`config.mk`:
```
export PLATFORM = sky130hd
export DESIGN_NAME = seq_divider
export DESIGN_NICKNAME = d
export VERILOG_FILES = /design/src/rtl/seq_divider.sv
export SDC_FILE = /design/constraint.sdc
export NUM_CORES = 1
export LEC_CHECK = 0
export BUFFER_PORTS_ARGS = -buffer_cell sky130_fd_sc_hd__buf_4
export CORE_MARGIN = 10
export CORE_UTILIZATION = 50
export CTS_CLUSTER_DIAMETER = 60
export DETAILED_ROUTE_END_ITERATION = 6
export GPL_TIMING_DRIVEN = 0
export PLACE_DENSITY = 0.73
export SLEW_MARGIN = 20
export SYNTH_ARGS = -nofsm -noshare
export SYNTH_HDL_FRONTEND = slang
export SYNTH_SLANG_ARGS = --single-unit
```
`constraint.sdc`:
```
create_clock -name clk -period 2.7 [get_ports clk]
set_clock_uncertainty 0.2 [all_clocks]
set_input_delay 0.135 -clock clk [delete_from_list [all_inputs] [get_ports clk]]
set_output_delay 0.135 -clock clk [all_outputs]
set_load 0.03 [all_outputs]
```
`src/rtl/seq_divider.sv`:
```
// Iterative radix-2 restoring divider: one quotient bit per clock, operands and
// results exchanged over valid/ready handshakes.
module seq_divider #(
  parameter int WIDTH = 8
) (
  input  logic             clk,
  input  logic             rst_n,
  input  logic             in_valid,
  output logic             in_ready,
  input  logic [WIDTH-1:0] dividend,
  input  logic [WIDTH-1:0] divisor,
  output logic             out_valid,
  input  logic             out_ready,
  output logic [WIDTH-1:0] quotient,
  output logic [WIDTH-1:0] remainder,
  output logic             div_by_zero
);

  localparam int CNT_W = $clog2(WIDTH);

  typedef enum logic [1:0] {IDLE, RUN, DONE} state_t;

  state_t           state;
  logic [CNT_W-1:0] count;
  logic [WIDTH-1:0] q;
  logic [WIDTH-1:0] r;
  logic [WIDTH-1:0] dvsr;

  logic [WIDTH:0]   r_shift;
  logic [WIDTH:0]   sub;
  logic             borrow;
  logic [WIDTH-1:0] q_next;
  logic [WIDTH-1:0] r_next;

  // The partial remainder is always below the divisor, so it fits in WIDTH bits
  // and the shifted value stays below 2*divisor. Under that bound the MSB of the
  // WIDTH+1-bit difference is exactly the borrow, i.e. the "r' < divisor" test.
  always_comb begin
    r_shift = {r, q[WIDTH-1]};
    sub     = r_shift - {1'b0, dvsr};
    borrow  = sub[WIDTH];
    r_next  = borrow ? r_shift[WIDTH-1:0] : sub[WIDTH-1:0];
    q_next  = {q[WIDTH-2:0], ~borrow};
  end

  always_ff @(posedge clk) begin
    if (!rst_n) begin
      state       <= IDLE;
      in_ready    <= 1'b0;
      out_valid   <= 1'b0;
      quotient    <= '0;
      remainder   <= '0;
      div_by_zero <= 1'b0;
      count       <= '0;
    end else begin
      case (state)
        IDLE: begin
          in_ready <= 1'b1;
          if (in_ready && in_valid) begin
            in_ready <= 1'b0;
            q        <= dividend;
            dvsr     <= divisor;
            r        <= '0;
            if (divisor != '0) begin
              state <= RUN;
              count <= CNT_W'(WIDTH - 1);
            end else begin
              state       <= DONE;
              out_valid   <= 1'b1;
              quotient    <= '1;
              remainder   <= dividend;
              div_by_zero <= 1'b1;
            end
          end
        end
        RUN: begin
          q <= q_next;
          r <= r_next;
          if (count == '0) begin
            state     <= DONE;
            out_valid <= 1'b1;
            quotient  <= q_next;
            remainder <= r_next;
          end else begin
            count <= count - 1'b1;
          end
        end
        DONE: begin
          if (out_ready) begin
            state       <= IDLE;
            out_valid   <= 1'b0;
            div_by_zero <= 1'b0;
            in_ready    <= 1'b1;
          end
        end
        default: state <= IDLE;
      endcase
    end
  end

endmodule
```
## After elaboration in Yosys (flattened, before gate mapping)

Cells that the tools add are included.
W data, S select, Z words.

- Bits in registers: 48
- Latch bits: 0
- Bits in writable memories: 0
- Memory bits (read-only): 0
- Bits of input ports: 20
- Output and inout port bits: 19
- Logic and storage cells: 67
- Memories: 0

- Add/subtract/negate cells: 2
- Multiply operators: 0
- Div/mod/pow operators: 0
- $lt $le $gt $ge: 0
- Equal/unequal tests: 8
- Shifts and indexed selects: 0
- Multiplexer cells: 31
- Bitwise gates (word level): 1
- Reductions and logical operators: 15

Operators with widths:

| cell | number |
|---|---|
| $mux W8 | 9 |
| $pmux W8 S2 | 4 |
| $ne A2 B2 Y1 const B | 6 |
| $reduce_and A4 Y1 | 3 |
| $mux W3 | 3 |
| $reduce_and A3 Y1 | 3 |
| $sub A9 B8 Y9 | 1 |
| $mux W2 | 4 |
| $reduce_bool A8 Y1 | 1 |
| $mux W1 | 6 |
| $pmux W2 S3 | 1 |
| $pmux W3 S2 | 1 |
| $reduce_and A5 Y1 | 1 |
| $pmux W1 S2 | 2 |
| $reduce_bool A2 Y1 | 2 |
| $logic_not A3 Y1 | 1 |
| $pmux W1 S3 | 1 |
| $reduce_bool A3 Y1 | 1 |
| $sub A3 B1 Y3 const B | 1 |
| $eq A2 B1 Y1 const B | 1 |
| $eq A2 B2 Y1 const B | 1 |
| $logic_not A2 Y1 | 1 |
| $reduce_and A2 Y1 | 1 |
| $logic_and A1 B1 Y1 | 1 |
| $not A1 Y1 | 1 |

## Logic depth before layout (Yosys ltp)

Gate-level depths: netlist of run 1.

- Depth in word-level cells: 4
- Depth in mapped cells: 9

## Worst setup path after synthesis of run 1

No wires, ideal clock.

- Path kind: register -> register
- Start point: register q[7]
- End point: register remainder[6]
- Arrival: 2415 ps
- Required time: 2440 ps
- Setup slack: 24 ps
- Stages on the path, launching flop included: 10
- Cells stage by stage: edfxtp_1 > inv_1 > ha_1 > fa_1 > nand2b_1 > a211oi_2 > mux2i_2 > nor2_4 > o41ai_4 > o221a_1

- Longest elaborated chain between the ends: 4

Ends and longest elaborated chain:

| what | RTL line | source |
|---|---|---|
| start: declaration | 25 | `logic [WIDTH-1:0] q;` |
| start signal: assignment | 61 | `q <= dividend;` |
| start signal: assignment | 77 | `q <= q_next;` |
| $sub A9 B8 Y9 | 40 | `sub = r_shift - {1'b0, dvsr};` |
| $mux W8 | 42 | `r_next = borrow ? r_shift[WIDTH-1:0] : sub[WIDTH-1:0];` |
| $mux W8 | 79 | `if (count == '0) begin` |
| $pmux W8 S2 | 56 | `case (state)` |
| end signal: assignment | 71 | `remainder <= dividend;` |
| end signal: assignment | 83 | `remainder <= r_next;` |
| end: declaration | 15 | `output logic [WIDTH-1:0] remainder,` |

No other way between the ends. The select of a mux whose other input is x is not followed.
A chain may end at the register's enable or synchronous reset.

## Worst setup path after layout of run 1

- Start point: register dvsr[0]
- End point: register remainder[0]

- Longest elaborated chain between the ends: 4

Ends and longest elaborated chain:

| what | RTL line | source |
|---|---|---|
| start: declaration | 27 | `logic [WIDTH-1:0] dvsr;` |
| start signal: assignment | 62 | `dvsr <= divisor;` |
| $sub A9 B8 Y9 | 40 |  |
| $mux W8 | 42 |  |
| $mux W8 | 79 |  |
| $pmux W8 S2 | 56 |  |

No other way between the ends. The select of a mux whose other input is x is not followed.

==> results.ini, run 1 <==
[run_status]
status=complete, no violations

[grt]
grt_max_degree=16
grt.overflow.total=0
grt_antenna_before_repair=0
grt_pass1_wl_mm=10.0
grt.total_usage_pct=14.5
grt_pass1_vias=2155

[synth]
synthTopCellsByCount=nand2_1, nor2_1, dfxtp_1, edfxtp_1, inv_1
synth_fp_nets=281
ys.flop_type=edfxtp_1
synth_seq_cells=48
avgSynthCellArea_um2=10.1
synth.most_common_cell=nand2_1
synthCells=250
yosysSeqAreaShare_pct=47.7
synth_cell_types=48
synth_area_leader_cell=edfxtp_1
synth.area.top_cells=edfxtp_1, dfxtp_1, nand2_1
syn_area_um2=2520
synth-edff-count=24
synth_warnings=0
async_flop_share_pct=0
synth_top_area_share_pct=28.6

[worst_setup_path]
slowest_delay_ns=0.39
critPathLaunchType=register
critPathCaptureType=register
crit_buf_inv=2
critical_path_required_ns=2.74
cp.arrival_ns=2.71
cp_slowest_cell=edfxtp_1
crit_path_cell_trace=ha_2 -> fa_2 -> nand2b_4 -> a211oi_4 -> mux2i_4 -> buf_6 -> o21a_1 -> nor2_1 -> buf_4 -> a31oi_4
critPathTopFamily=adder cells
crit_type=register to register
path_max_fanout=6

[clocking]
cts_max_level=2
insertion_delay_ns=0.31
cts_tree=built
path_clk_slew_ns=0.09
root_buffer=clkbuf_8
cts_buffers=5
cts_sinks=48
cts_buffer_depth=2

[pwr]
ir_worst_vdd_uv=453
power-per-cell-area_nw_per_um2=597
leakagePower_uw=0.00141
p_total_uw=2040

[drt]
post-route-drc-count=0
routed_via_density=5.36
drtAntennaViolNets=0
wl_mm=6.12
vias=2113
wl_per_cell_um=15.5
drt_iter0_drc=125
dr.pass1.iters=4

[placement]
io_buffers=38
dp_hpwl_mm=4.37
post_dp_cell_area_um2=2910
place_congestion=0.853

[layout]
n_fill_cell=405
multi_input_comb_area_um2=1270
drive_gt1_share_pct=28.1
final_area_um2=3420
antennaDiodeCount=0
seq_area_um2=1200
syn2layout_area_growth_pct=35.8
nNetsFinal=357

[floorplan]
ioPinCount=39
placementRows=25
start_util_pct=52.3
die_w_um=91.0
die-area_um2=8280
core_area_um2=4820
die_h_um=91.0

[sta]
hold_viol=0
maxSlewHeadroom_pct=51.8
holdWs_ns=0.288
setup_viol=0
rsz0062_at_grt=yes
fin_crit_sh_pct=99.0
fmaxAchievable_mhz=374
tightest_slew_ns=0.724
slew_violations=0
fin_crit_ns=2.67
tns_ns=0

[worst_hold_path]
hp-class=register to register

[flow_run]
drv_cap=0

[cell families after synthesis]
family	synth area share, %
multiplexers	2.14
AND/OR/NAND/NOR	19.3
AO/OA/AOI/OAI	19.1
buffers and inverters	5.96
adder cells (fa/ha/maj)	5.76
flip-flops	47.7
[flip-flops by register name (all words and copies together) (netlist names)]
name         count
r                8
remainder        8
quotient         8
dvsr             8
in_ready         1
count            3
q                8
div_by_zero      1
state            2
out_valid        1
[placed cells by master (no fill, tap or decap), drive strengths merged, types with 5 or more instances in the layout]
| cell | n |
|---|---|
| inv | 15 |
| clkbuf | 12 |
| o21ai | 9 |
| nor2 | 32 |
| o21a | 5 |
| nand3 | 6 |
| nand2 | 38 |
| dlygate4sd3 | 19 |
| a211oi | 12 |
| a21oi | 11 |
| o221a | 6 |
| nand2b | 5 |
| edfxtp | 24 |
| or3 | 5 |
| buf | 56 |
| mux2i | 5 |
| ha | 10 |
| dfxtp | 24 |
[final cells by class]
class / instances / area share [%]
Tap cell: 67 / 2.45
Clock inverter: 1 / 0.878
Inverter: 15 / 1.65
Clock buffer: 7 / 2.85
Buffer: 11 / 2.74
Timing Repair Buffer: 69 / 17.1
Multi-Input combinational cell: 176 / 37.2
Sequential cell: 48 / 35.1
[routing by layer]
metal / part of all wire (%) / track usage [%] / vias to the layer above
li1: - / - / 1046
met1: 44 / 17.5 / 1004
met2: 50 / 24.9 / 52
met3: 4.0 / 3.29 / 11
met4: 2.2 / 4.31 / 0
met5: 0 / 0 / -
[per-stage QoR]
| step | cells | setup slack, ns | util (%) |
|---|---|---|---|
| 3_5_place_dp | 357 | -0.311 | 60.4 |
| 3_3_place_gp | 355 | -0.416 | 59.9 |
| 6_report | 394 | 0.0266 | 71.0 |
| 4_1_cts | 390 | 0.0295 | 69.0 |
| 2_1_floorplan | 250 | 0.0241 | - |
| 5_1_grt | 394 | -0.0612 | 71.0 |
[power by group]
| group | switching (µW) | total [µW] | internal [µW] |
|---|---|---|---|
| Combinational | 326 | 581 | 255 |
| Clock | 249 | 582 | 333 |
| Sequential | 40.7 | 880 | 839 |
[worst reg2reg max path, stage by stage, from the launching register on]
cell and delay (ns):
edfxtp_1 0.39, ha_2 0.22, fa_2 0.39, nand2b_4 0.17, a211oi_4 0.27, mux2i_4 0.33, buf_6 0.17, o21a_1 0.13
nor2_1 0.05, buf_4 0.16, a31oi_4 0.15
[worst paths after layout]
kind	startpoint	endpoint	slack [ns]	cells after the start
hold reg to reg	count[2]	count[2]	0.29	1
hold / removal	count[2]	count[2]	0.29	1
setup reg to reg	dvsr[0]	remainder[0]	0.03	10
setup / recovery	dvsr[0]	remainder[0]	0.03	10
[what timing repair did]
item                                    4_1_cts  5_1_grt
resized for setup                             8       10
endpoints found under the setup margin       17       15
pin swaps                                     6       11
endpoints found under the hold margin        26        0
setup buffers                                 6        4
hold buffers                                 19        0
(Power assumes the default switching activity.)
==> run 2, diff against run 1 <==
--- a/config.mk
+++ b/config.mk
@@ -5,13 +5,13 @@
 export SDC_FILE = /design/constraint.sdc
 export NUM_CORES = 1
 export LEC_CHECK = 0
-export BUFFER_PORTS_ARGS = -buffer_cell sky130_fd_sc_hd__buf_4
 export CORE_MARGIN = 10
 export CORE_UTILIZATION = 50
 export CTS_CLUSTER_DIAMETER = 60
 export DETAILED_ROUTE_END_ITERATION = 6
+export DONT_BUFFER_PORTS = 1
 export GPL_TIMING_DRIVEN = 0
-export PLACE_DENSITY = 0.73
+export PLACE_DENSITY = 0.67
 export SLEW_MARGIN = 20
 export SYNTH_ARGS = -nofsm -noshare
 export SYNTH_HDL_FRONTEND = slang
==> run 2 against run 1 <==
The run now ends with setup timing left. Cell count shrank 11%. Die area is the same. Sequential share of layout area grew 4.3 points. Combinational power shrank 32%. Fmax shrank 1.0%. Non-clock buffer count shrank 43. Sequential power grew 10%. Global-route usage shrank 0.44 points. Critical path depth shrank 2.
==> results.ini, run 2 (synthesis results as in run 1) <==
[drt]
dr.pass1.iters=4
routed_via_density=5.59
drtAntennaViolNets=0
post-route-drc-count=0
drt_iter0_drc=75
wl_per_cell_um=16.5
vias=1961
wl_mm=5.78

[pwr]
power-per-cell-area_nw_per_um2=598
leakagePower_uw=0.00118
ir_worst_vdd_uv=341

[floorplan]
ioPinCount=39
start_util_pct=52.3
core_area_um2=4820
die-area_um2=8280
placementRows=25
die_w_um=91.0
die_h_um=91.0

[clocking]
path_clk_slew_ns=0.09
cts_max_level=2
cts_buffers=5
root_buffer=clkbuf_8
insertion_delay_ns=0.30
cts_tree=built
cts_sinks=48
cts_buffer_depth=2

[grt]
grt_max_degree=16
grt.overflow.total=0
grt_antenna_before_repair=0
grt_pass1_vias=1963
grt.total_usage_pct=14.0
grt_pass1_wl_mm=9.54

[placement]
io_buffers=0
dp_hpwl_mm=4.09
place_congestion=0.819
post_dp_cell_area_um2=2620
dp.cells=318

[layout]
syn2layout_area_growth_pct=21.1
nNetsFinal=314
drive_gt1_share_pct=17.3
n_fill_cell=420
layout_common_cells=nand2_1, nor2_1, dfxtp_1, edfxtp_1, dlygate4sd3_1
final_area_um2=3050
final_common_cell=nand2_1
antennaDiodeCount=0
final_cells=351

[sta]
maxSlewHeadroom_pct=53.3
slew_violations=0
fin_crit_ns=2.70
fmaxAchievable_mhz=370
hold_viol=0
fin_crit_sh_pct=100
tns_ns=-0.00169
setup_viol=1
rsz0062_at_grt=yes
fin_ws_ns=-0.00169
tightest_slew_ns=0.700

[worst_setup_path]
crit_type=register to register
cp-endpoint=remainder[6]
critPathLaunchType=register
critPathCaptureType=register
path_max_fanout=5
cp.arrival_ns=2.76
critPathLaunch=dvsr[0]
critical_path_required_ns=2.75
r2r_end=remainder[6]
ff2ff_path_depth=8
timing.reg2reg.setup_slack_ns=-0.002
timing.rr.start=dvsr[0]

[run_status]
status=finished, violations left
violations=setup timing

[flow_run]
drv_cap=0

[worst_hold_path]
hp-class=primary input to register

==> run 2: changes by cell type in the layout (fill, tap and decap cells not counted), moves of 2 or more <==
cell     delta
ha_2        -2
mux2i_2     +2
buf_4      -43
inv_4       +2
mux2i_1     -2
==> run 2: critical path, stage by stage, from the launching register on <==
cell      delay, ns
edfxtp_1       0.43
ha_4           0.19
fa_2           0.34
nand2b_4       0.17
a211oi_4       0.29
mux2i_4        0.34
nor2_4         0.12
o41ai_4        0.35
o221a_1        0.22
==> run 2: through the flow <==
| step | util (%) | hold slack (ns) | power (µW) | setup slack [ns] |
|---|---|---|---|---|
| after detailed placement | 54.4 | 0.0340 | 1310 | -0.376 |
| after CTS | 62.6 | 0.0450 | 1820 | -0.0236 |
| after global routing | 63.3 | 0.0937 | 1920 | -0.104 |
| after floorplan | - | 0.0339 | 1240 | 0.0241 |
| after global placement | 54.0 | 0.0340 | 1300 | -0.347 |
| final | 63.3 | 0.0515 | 1820 | -0.00169 |
==> run 2: worst min path at each step <==
stage,startpoint,cells past startpoint,endpoint
floorplan,divisor[0],0,dvsr[0]
global placement,divisor[5],0,dvsr[5]
detailed placement,divisor[6],0,dvsr[6]
global route,in_valid,3,state[1]
CTS,in_valid,3,state[1]
finish,in_valid,3,state[1]
==> run 2: power breakdown <==
part	total (µW)	internal (µW)	switching (µW)
clock network	460	209	250
registers	968	839	128
logic	395	181	214
total	1820	1230	593
==> run 2: area by class of cell <==
type	count	area, µm²	share of cell area, %
tap	67	83.8	2.75
buffer	11	93.8	3.08
clock inverter	2	12.5	0.410
clock buffer	6	82.6	2.71
timing repair buffer	26	263	8.62
multi-input combinational	176	1260	41.2
inverter	15	56.3	1.85
sequential	48	1200	39.4
==> run 2: routing by layer <==
metal  track usage [%]  routed length [µm]  up-vias
li1                  -                   -      970
met4              4.05                  61        0
met5                 0                   0        -
met3              3.87                 250        6
met1              17.0                2550      952
met2              23.7                2920       33
==> run 2: timing repair <==
action / CTS / global route
hold buffers: 19 / 0
hold endpoints to repair: 33 / 0
pin swaps: 7 / 8
resized for setup: 10 / 7
endpoints found under the setup margin: 18 / 14
setup buffers: 6 / 0
